==> config.mk <==
export PLATFORM = sky130hd
export DESIGN_NAME = adder_seq_arbiter
export DESIGN_NICKNAME = d
export VERILOG_FILES = /design/src/rtl/adder_seq_arbiter_pkg.sv /design/src/rtl/adder_seq_arbiter_adder_1bit.sv /design/src/rtl/adder_seq_arbiter.sv
export SDC_FILE = /design/constraint.sdc
export NUM_CORES = 1
export LEC_CHECK = 0
export CORE_UTILIZATION = 35
export CTS_CLUSTER_SIZE = 8
export DETAILED_ROUTE_END_ITERATION = 10
export MAX_ROUTING_LAYER = met4
export PLACE_DENSITY = 0.7
export SKIP_CTS_REPAIR_TIMING = 1
export SYNTH_ARGS = -nofsm -noshare
export SYNTH_HDL_FRONTEND = slang
export SYNTH_SLANG_ARGS = --single-unit
export TNS_END_PERCENT = 50
==> constraint.sdc <==
create_clock -name sys_clk -period 2.5 [get_ports sys_clk]
set_clock_uncertainty 0.05 [all_clocks]
set_input_delay 0.25 -clock sys_clk [delete_from_list [all_inputs] [get_ports sys_clk]]
set_output_delay 0.25 -clock sys_clk [all_outputs]
set_load 0.01 [all_outputs]
==> src/rtl/adder_seq_arbiter_pkg.sv <==
// Shared definitions for the bit-serial arbitrated adder.
//   DEFAULT_WIDTH : default operand width
//   state_t       : controller state encoding (IDLE / RUN / DONE)
package adder_seq_arbiter_pkg;

    localparam int DEFAULT_WIDTH = 8;

    typedef enum logic [1:0] {
        ST_IDLE = 2'd0,
        ST_RUN  = 2'd1,
        ST_DONE = 2'd2
    } state_t;

endpackage

==> src/rtl/adder_seq_arbiter_adder_1bit.sv <==
// Single-bit full adder. The serial adder reuses one instance for every bit position.
// Ports:
//   i1, i2  : operand bits
//   cn      : carry in
//   result  : sum bit
//   cn_out  : carry out (majority of the three inputs)
module adder_1bit (
    input  logic i1,
    input  logic i2,
    input  logic cn,
    output logic result,
    output logic cn_out
);

    assign result = i1 ^ i2 ^ cn;
    assign cn_out = (i1 & i2) | (i1 & cn) | (i2 & cn);

endmodule

==> src/rtl/adder_seq_arbiter.sv <==
// Two-requester, round-robin arbitrated, bit-serial unsigned adder.
// One winning requester's operands are latched and summed one bit per clock,
// LSB first, through a single full-adder cell.
//
// Handshake: a requester raises reqN (level) with stable operands and holds it
// until doneN's cycle; the operands are captured on the granting edge, so later
// changes on the ports (including dropping req) do not affect the operation.
// done is a one-cycle pulse in which sum is valid; sum stays valid until the
// next grant clears it.
//
// Ports:
//   sys_clk, sys_rst_n  : clock, asynchronous active-low reset
//   req0/req1           : level requests
//   a0,b0,cin0          : requester 0 operands and carry-in
//   a1,b1,cin1          : requester 1 operands and carry-in
//   gnt[1:0]            : one-hot grant, zero in IDLE
//   busy                : high in RUN and DONE
//   done                : one-cycle result pulse
//   sum[WIDTH:0]        : result, sum[WIDTH] is carry-out
//   dbg_state[1:0]      : current controller state
module adder_seq_arbiter
    import adder_seq_arbiter_pkg::*;
#(
    parameter int WIDTH = DEFAULT_WIDTH
) (
    input  logic             sys_clk,
    input  logic             sys_rst_n,
    input  logic             req0,
    input  logic             req1,
    input  logic [WIDTH-1:0] a0,
    input  logic [WIDTH-1:0] b0,
    input  logic             cin0,
    input  logic [WIDTH-1:0] a1,
    input  logic [WIDTH-1:0] b1,
    input  logic             cin1,
    output logic [1:0]       gnt,
    output logic             busy,
    output logic             done,
    output logic [WIDTH:0]   sum,
    output logic [1:0]       dbg_state
);

    state_t           r_state;
    state_t           w_next_state;
    logic [WIDTH-1:0] r_a;
    logic [WIDTH-1:0] r_b;
    logic             r_owner;      // granted requester, latched with the operands
    logic             r_last;       // requester served last
    logic [WIDTH-1:0] r_mask;       // one-hot current bit position
    logic             r_carry;
    logic [WIDTH:0]   r_sum;

    logic             w_any_req;
    logic             w_pick1;
    logic             w_a_bit;
    logic             w_b_bit;
    logic             w_bit_sum;
    logic             w_bit_cout;

    // Round-robin: a lone requester wins; on a tie the one not served last wins.
    assign w_any_req = req0 | req1;
    assign w_pick1   = req1 & (~req0 | ~r_last);

    // Operand bits at the current mask position.
    assign w_a_bit = |(r_a & r_mask);
    assign w_b_bit = |(r_b & r_mask);

    adder_1bit u_adder_1bit (
        .i1     (w_a_bit),
        .i2     (w_b_bit),
        .cn     (r_carry),
        .result (w_bit_sum),
        .cn_out (w_bit_cout)
    );

    // State register
    always_ff @(posedge sys_clk or negedge sys_rst_n) begin
        if (!sys_rst_n) begin
            r_state <= ST_IDLE;
        end else begin
            r_state <= w_next_state;
        end
    end

    // Next-state logic
    always_comb begin
        w_next_state = r_state;
        case (r_state)
            ST_IDLE: if (w_any_req)         w_next_state = ST_RUN;
            ST_RUN:  if (r_mask[WIDTH-1])   w_next_state = ST_DONE;
            ST_DONE:                        w_next_state = ST_IDLE;
            default:                        w_next_state = ST_IDLE;
        endcase
    end

    // Datapath registers
    always_ff @(posedge sys_clk or negedge sys_rst_n) begin
        if (!sys_rst_n) begin
            r_a     <= '0;
            r_b     <= '0;
            r_owner <= 1'b0;
            r_last  <= 1'b1;
            r_mask  <= '0;
            r_carry <= 1'b0;
            r_sum   <= '0;
        end else begin
            case (r_state)
                ST_IDLE: begin
                    if (w_any_req) begin
                        r_owner <= w_pick1;
                        r_a     <= w_pick1 ? a1 : a0;
                        r_b     <= w_pick1 ? b1 : b0;
                        r_carry <= w_pick1 ? cin1 : cin0;
                        r_mask  <= {{(WIDTH-1){1'b0}}, 1'b1};
                        r_sum   <= '0;
                    end
                end
                ST_RUN: begin
                    // Replace only the bit selected by the mask.
                    r_sum[WIDTH-1:0] <= (r_sum[WIDTH-1:0] & ~r_mask)
                                      | ({WIDTH{w_bit_sum}} & r_mask);
                    if (r_mask[WIDTH-1]) begin
                        r_sum[WIDTH] <= w_bit_cout;
                    end
                    r_carry <= w_bit_cout;
                    r_mask  <= r_mask << 1;
                end
                ST_DONE: begin
                    r_last <= r_owner;
                end
                default: ;
            endcase
        end
    end

    // Output logic
    always_comb begin
        gnt  = 2'b00;
        busy = 1'b0;
        done = 1'b0;
        case (r_state)
            ST_RUN: begin
                gnt  = r_owner ? 2'b10 : 2'b01;
                busy = 1'b1;
            end
            ST_DONE: begin
                gnt  = r_owner ? 2'b10 : 2'b01;
                busy = 1'b1;
                done = 1'b1;
            end
            default: ;
        endcase
    end

    assign sum       = r_sum;
    assign dbg_state = r_state;

endmodule

Word-level counts from Yosys, hierarchy flattened
Index checks and enable logic that the tools add are counted.
- bits of input ports: 38
- output and inout port bits: 15
- logic and storage cells: 57
- register bits: 38
- bitwise logic cells: 18
- muxes and demuxes: 17
- eq/ne operators: 4
- reductions and logical operators: 9
- operators by type and width (operator ; count):
    8-bit bitwise AND ; 4
    8-bit 2-to-1 mux ; 3
    9-bit one-hot mux with 2 select lines ; 1
    8-bit one-hot mux with 2 select lines ; 1
    8-bit OR reduction ; 2
    9-bit 2-to-1 mux ; 1
    2-bit 2-to-1 mux ; 4
    8-bit NOT ; 1
    8-bit bitwise OR ; 1
    2-bit AND reduction ; 3
    1-bit 2-to-1 mux ; 5
    1-bit bitwise AND ; 4
    2-bit != test, second input constant ; 2
    1-bit bitwise OR ; 4
    2-bit one-hot mux with 2 select lines ; 1
    3-bit AND reduction ; 1
    2-bit by 1-bit equality test with 1-bit output, second input constant ; 1
    2-bit equality test, second input constant ; 1
    2-bit zero test ; 1
    1-bit NOT ; 2
    1-bit one-hot mux with 2 select lines ; 1
    2-bit nonzero test ; 1
    2-bit OR reduction ; 1
    1-bit XOR ; 2

Logic depth before layout (Yosys ltp)
Gate-level depths: netlist of the first run.
- depth after elaboration: 7
- depth in mapped cells: 6
- mapped depth without buffers: 5

Cells and area by module
A second synthesis of the first run with hierarchy kept.
- cells, all modules: 173
- area total of the unflattened synthesis: 1888.1 µm²
- modules (own cells, without submodules) (module ; cells each ; instances ; area an instance (µm²)):
    adder_seq_arbiter ; 172 ; 1 ; 1868.0
    adder_1bit ; 1 ; 1 ; 20.0

Least setup slack after synthesis of the first run
OpenSTA, ideal clock, no wires.
- path kind: reg2reg
- start point: reg r_mask[3]
- end point: reg r_sum[0] (netlist: sum[0])
- cell stages (with the launch flop): 7
- library setup time: 75 ps
- period minus slack after synthesis: 1958 ps
- required time: 2375 ps
- data arrival time: 1833 ps
- setup slack: 542 ps
- path through: dfrtp_1 -> a22oi_1 -> and4_1 -> fa_1 -> or3b_1 -> buf_6 -> o2bb2ai_2
- cells in the longest elaborated chain, start to end: 7
- elaborated cells between the ends (all ways): 9
- those cells by class: mux (1); bitwise (6); reduce/logical (2)
- ends and longest elaborated chain (item ; RTL line ; text):
    start, declared ; adder_seq_arbiter.sv:49 ; logic [WIDTH-1:0] r_mask;
    start signal, assigned ; adder_seq_arbiter.sv:114 ; r_mask <= {{(WIDTH-1){1'b0}}, 1'b1};
    start signal, assigned ; adder_seq_arbiter.sv:126 ; r_mask <= r_mask << 1;
    8-bit bitwise AND, on equally long branches ; adder_seq_arbiter.sv:65, adder_seq_arbiter.sv:66 ;
    8-bit OR reduction, on equally long branches ; adder_seq_arbiter.sv:65, adder_seq_arbiter.sv:66 ;
    1-bit XOR (*) (2 in a row) ; adder_seq_arbiter_adder_1bit.sv:15 ; assign result = i1 ^ i2 ^ cn;
    8-bit bitwise AND (*) ; adder_seq_arbiter.sv:121 ; | ({WIDTH{w_bit_sum}} & r_mask);
    8-bit bitwise OR (*) ; adder_seq_arbiter.sv:121 ;
    9-bit one-hot mux with 2 select lines (*) ; adder_seq_arbiter.sv:107 ; case (r_state)
    end signal, assigned by index ; adder_seq_arbiter.sv:120 ; r_sum[WIDTH-1:0] <= (r_sum[WIDTH-1:0] & ~r_mask)
    end signal, assigned by index ; adder_seq_arbiter.sv:123 ; r_sum[WIDTH] <= w_bit_cout;
    end, declared ; adder_seq_arbiter.sv:51 ; logic [WIDTH:0] r_sum;
Every way passes the cells marked *; elsewhere a longest branch is shown, timed or not.
A chain may end at the register's enable or synchronous reset.

Worst setup path in the final report of the first run
- start point: reg r_mask[7]
- end point: reg r_sum[5] (netlist: sum[5])
The elaborated chain is that of the path after synthesis.

==> results of run 1 <==
[cell type report]
cell class	count	area, um2	area share [%]
multi-input combinational	111	876	33.6
clock inverter	1	5.00	0.192
sequential	38	952	36.5
clock buffer	7	86.3	3.31
inverter	11	41.3	1.58
tap	70	87.6	3.36
timing repair buffer	57	558	21.4
[synth_stat cells (all sizes together) (7+ instances only)]
library cell   n
mux2i         16
dfrtp         37
o2bb2ai        8
a22oi          8
inv           11
o21ai         20
nand2         17
buf            7
a211o          8
a22o           8
[worst max-delay path by stage]
stage	startpoint	to	slack [ns]	cells after the start
2_1_floorplan	r_mask[3]$_DFFE_PN0P_	sum[0]$_DFFE_PN0P_	0.54	6
3_3_place_gp	r_mask[1]$_DFFE_PN0P_	sum[1]$_DFFE_PN0P_	0.32	5
3_5_place_dp	r_mask[1]$_DFFE_PN0P_	sum[5]$_DFFE_PN0P_	0.28	5
4_1_cts	r_mask[1]$_DFFE_PN0P_	sum[1]$_DFFE_PN0P_	0.27	5
5_1_grt	r_mask[5]$_DFFE_PN0P_	sum[4]$_DFFE_PN0P_	0.16	5
6_report	r_mask[7]$_DFFE_PN0P_	sum[5]$_DFFE_PN0P_	0.30	5
[registers in the layout, indices dropped and copies added (netlist names)]
signal,count
dbg_state,2
r_a,8
r_b,8
r_carry,1
r_last,1
r_mask,8
r_owner,1
sum,9
[layer usage]
| layer | vias up | track usage (%) | wire (um) |
|---|---|---|---|
| met1 | 676 | 19.0 | 1930 |
| met3 | 2 | 4.43 | 180 |
| met2 | 44 | 24.0 | 1740 |
| met4 | 0 | 4.04 | 19 |
| li1 | 728 | - | - |
| met5 | - | - | 0 |
[power groups by stage]
stage	logic [mW]	clock network, mW	registers [mW]
2_1_floorplan	1.12	0	1.07
3_3_place_gp	1.50	0	1.10
3_5_place_dp	1.53	0	1.11
4_1_cts	1.53	0.436	1.10
5_1_grt	1.69	0.464	1.13
6_report	1.51	0.424	1.09
[worst max-delay path, delay by kind of cell, from the launching register on]
| kind | cells | cell delay (ns) |
|---|---|---|
| compound gates | 2 | 0.40 |
| fa+ha+maj | 1 | 0.41 |
| flops | 1 | 0.44 |
| simple gates | 2 | 0.82 |
[kinds of logic (layout without fill, tap and decap cells)]
kind of cell	Yosys count	count (layout)
buffers and inverters	21	76
flip-flops	38	38
adder cells (fa/ha/maj)	4	4
AND/OR/NAND/NOR	30	30
AO/OA/AOI/OAI	60	60
multiplexers	17	17
==> results_dict.tcl, run 1 <==
set metrics [dict create \
    rrSetupSlack_ns 0.30 \
    setup_violations 0 \
    critical_path_arrival_ns 2.36 \
    cts_made_buffers 5 \
    dieArea_mm2 0.00587 \
    htreeDepth 2 \
    crit_chain "a22oi_1 -> and4_1 -> fa_1 -> or3b_1 -> o2bb2ai_2" \
    async_reset_ff_share_pct 100 \
    min_path_type "input port to asynchronous set/reset pin" \
    placed_cell_area_mm2 0.00251 \
    cp-end-kind "flip-flop" \
    power.static_leakage_nw 1.13 \
    rr_worst_depth 5 \
    synthSimpleGateAreaFrac_pct 7.96 \
    syn_inst 170 \
    dp_hpwl_um 2880 \
    drc 0 \
    routedWlPerCell_um 13.1 \
    synthXorXnorAreaFrac_pct 0 \
    p_int_mw 1.84 \
    worst_pin_slew_ns 0.802 \
    max-vdd-ir-drop_v 0.000459 \
    maxCapViolCount 0 \
    ioPinCount 53 \
    post-place-cells 287 \
    clockBufferDepth 2 \
    slew_headroom_pct 46.6 \
    pwr-share-clk_pct 14.0 \
    initial_core_util_pct 37.2 \
    fin_total_pwr_mw 3.03 \
    yosys_warnings 0 \
    synth_fa_ha_area_share_pct 2.95 \
    ant_nets 0 \
    coreArea_mm2 0.00524 \
    gp_congestion 0.818 \
    final.setup.tns_ns 0 \
    synth_top_family_by_area "compound AO/OA/AOI/OAI gates" \
    root_buffer "clkbuf_8" \
    worstPathRequired_ns 2.66 \
    layout_commonest_cell "clkdlybuf4s50_1" \
    drive_gt1_share_pct 11.6 \
    clkSlewWorstSetupHoldPaths_ns 0.07 \
    rr_startpoint "r_mask[7]$_DFFE_PN0P_" \
    synth.top_cells.by_area "dfrtp_1 (48%), mux2i_1 (8.2%), o2bb2ai_2 (5.4%), a211o_1 (3.6%), a22o_1 (3.6%)" \
    die_w_um 76.6 \
    hold_violations 0 \
    fin_area_mm2 0.00261 \
    switching_share_pct 39.3 \
    slowest_delay_ns 0.58 \
    cp_slowest_cell "or3b_1" \
    nNetsFinal 266 \
    setup_slack_ns 0.300 \
    critPathLaunchType "flip-flop" \
    synth_top_area_share_pct 47.5 \
    antenna_found_initial 0 \
    rr_endpoint "sum[5]$_DFFE_PN0P_" \
    layout_min_cycle_time_ns 2.20 \
    insertion_delay_ns 0.28 \
    synth_edf_count 0 \
    fmax_mhz 455 \
    nFillCells 510 \
    clock-sinks 38 \
    grt_start_max_net_pins 39 \
    synth_ff_type "dfrtp_1" \
    synth_compound_area_share_pct 25.0 \
    fin_util_pct 49.8 \
    rows 26 \
    muxShareOfSynthArea_pct 8.80 \
    ys_types 36 \
    postRouteWirelength_um 3860 \
    syn-num-nets 212 \
    p_sw_mw 1.19 \
    drtIter0Drc 64 \
    grt_setup_unrepaired "false" \
    grt_pass1_wl_um 6910 \
    hold_slack_ns 0.342 \
    tritoncts "built" \
    slew_viol_final 0 \
    ys_seq_area_share_pct 48.9 \
    dr.pass1.iters 4 \
    yosysTopAreaCell "dfrtp_1" \
    final_cell_mix "clkdlybuf4s50_1 (52), dfrtp_1 (37), nand2_1 (17)" \
    seqPwrFrac_pct 36.1 \
    worstPathMaxFanout 8 \
    port_buffers 52 \
    gr-total-overflow 0 \
    ys_ff_latch 38 \
    synthesis.area_mm2 0.00195 \
    final_cell_count_no_fill 295 \
    viasPerCell 4.92 \
    grt.total_usage_pct 15.2 \
    die_h_um 76.6 \
    outcome "finished, final reports clean" \
    pwr-share-comb_pct 49.8 \
    n_antenna_cell 0 \
    syn_area_per_cell_um2 11.5 \
    powerDensity_mw_per_mm2 1160 \
    grt_pass1_vias 1455 \
    finalCritPeriodShare_pct 88.0 \
    synthToLayoutAreaGrowth_pct 33.8 \
    num_vias 1450 \
    worstSetupPathType "flip-flop to flip-flop" \
    dp_slack_ns 0.276 \
]
(Power assumes the default switching activity.)
==> run 2: changes to the inputs <==
Settings changed: PLACE_DENSITY 0.7 to 0.72.
Clock period 2.5 ns to 1.8 ns, I/O delays scaled along.
==> run 2 against run 1 <==
The flow now finishes with violations (negative setup slack). Flip-flop and latch count unchanged. Register-to-register slack lost 0.52 ns. Sequential share of layout area is 1.8 points lower. Via count grew 6.8%.
==> results_dict.tcl, run 2 (synthesis gave the netlist of run 1 again) <==
set metrics [dict create \
    powerDensity_mw_per_mm2 1640 \
    p_int_mw 2.74 \
    dr_wl_met3_um 179 \
    grt.total_usage_pct 16.3 \
    final_cell_count_no_fill 307 \
    final_cell_mix "clkdlybuf4s50_1 (48), dfrtp_1 (37), nand2_1 (17)" \
    grt_pass1_wl_um 7470 \
    critPathLaunchType "flip-flop" \
    gp_congestion 0.904 \
    worstSetupPathType "flip-flop to flip-flop" \
    met2_length_um 2050 \
    pwr-share-clk_pct 13.2 \
    clkSlewWorstSetupHoldPaths_ns 0.08 \
    fin_area_mm2 0.00274 \
    final.setup.tns_ns -1.72 \
    viasPerCell 5.05 \
    p_sw_mw 1.76 \
    clockBufferDepth 2 \
    failed_checks "negative setup slack" \
    nNetsFinal 278 \
    cts_made_buffers 5 \
    seqPwrFrac_pct 33.5 \
    dp_slack_ns -0.254 \
    gr-total-overflow 0 \
    setup_slack_ns -0.225 \
    worstPathMaxFanout 8 \
    finalCritPeriodShare_pct 112 \
    ant_nets 0 \
    grt_pass1_vias 1624 \
    worst_pin_slew_ns 0.542 \
    hold_violations 0 \
    slew_viol_final 0 \
    switching_share_pct 39.0 \
    drive_gt1_share_pct 16.5 \
    slew_headroom_pct 63.8 \
    pwr-share-comb_pct 53.3 \
    rows 26 \
    root_buffer "clkbuf_8" \
    fin_util_pct 52.3 \
    maxCapViolCount 0 \
    postRouteWirelength_um 4200 \
    highest_layer "met4" \
    fin_total_pwr_mw 4.50 \
    max-vdd-ir-drop_v 0.000716 \
    critical_path_arrival_ns 2.19 \
    largest_register_ffs 9 \
    synthToLayoutAreaGrowth_pct 40.7 \
    post-place-cells 298 \
    die_h_um 76.6 \
    dieArea_mm2 0.00587 \
    cp-end-kind "flip-flop" \
    grt_start_max_net_pins 39 \
    layout_min_cycle_time_ns 2.02 \
    placed_cell_area_mm2 0.00262 \
    dp_hpwl_um 3170 \
    num_vias 1549 \
    hold_slack_ns 0.275 \
    ioPinCount 53 \
    layout_commonest_cell "clkdlybuf4s50_1" \
    tritoncts "built" \
    antenna_found_initial 0 \
    outcome "finished, violations left" \
    routedWlPerCell_um 13.7 \
    initial_core_util_pct 37.2 \
    coreArea_mm2 0.00524 \
    fmax_mhz 494 \
    dr.pass1.iters 4 \
    die_w_um 76.6 \
    power.static_leakage_nw 1.26 \
    n_antenna_cell 0 \
    port_buffers 52 \
    htreeDepth 2 \
    drtIter0Drc 116 \
    min_path_type "input port to asynchronous set/reset pin" \
    wl_met1_um 1920 \
    insertion_delay_ns 0.28 \
    worstPathRequired_ns 1.96 \
    clock-sinks 38 \
    setup_violations 8 \
    drc 0 \
    grt_setup_unrepaired "true" \
]
==> run 2: worst paths after layout <==
kind	from	end	slack, ns	cells after the start
max	r_mask[1]$_DFFE_PN0P_	sum[3]$_DFFE_PN0P_	-0.22	6
min	sys_rst_n	r_mask[1]$_DFFE_PN0P_	0.28	2
max reg2reg	r_mask[1]$_DFFE_PN0P_	sum[3]$_DFFE_PN0P_	-0.22	6
min reg2reg	r_b[4]$_DFFE_PN0P_	r_b[4]$_DFFE_PN0P_	0.44	2
max in group asynchronous	sys_rst_n	r_last$_DFFE_PN1P_	1.08	2
min in group sys_clk	r_b[4]$_DFFE_PN0P_	r_b[4]$_DFFE_PN0P_	0.44	2
==> run 2: layout make-up <==
cell class              instances  area, um2
well taps                      70       87.6
inverters                      11       41.3
flip-flops and latches         38        952
clock inverters                 1       5.00
clock buffers                   7       86.3
multi-input cells             111        881
fillers                       484       2500
repair buffers                 69        687
==> run 2: layer usage <==
metal	track usage (%)	up-vias
met5	-	-
met4	5.19	0
met3	2.99	7
met2	26.7	51
met1	20.4	741
li1	-	750
==> run 2: worst max-delay path, stage by stage (launching register included) <==
cell	delay, ns
dfrtp_1	0.43
a22oi_1	0.19
and4_1	0.23
fa_1	0.41
or3b_1	0.37
buf_6	0.16
o2bb2ai_2	0.11
==> run 2: power groups by stage <==
| stage | Clock, mW | Sequential (mW) | Combinational [mW] |
|---|---|---|---|
| after floorplan | 0 | 1.48 | 1.54 |
| after global placement | 0 | 1.51 | 2.30 |
| after detailed placement | 0 | 1.51 | 2.37 |
| after CTS | 0.610 | 1.50 | 2.40 |
| after global routing | 0.643 | 1.55 | 2.64 |
| final | 0.596 | 1.51 | 2.40 |
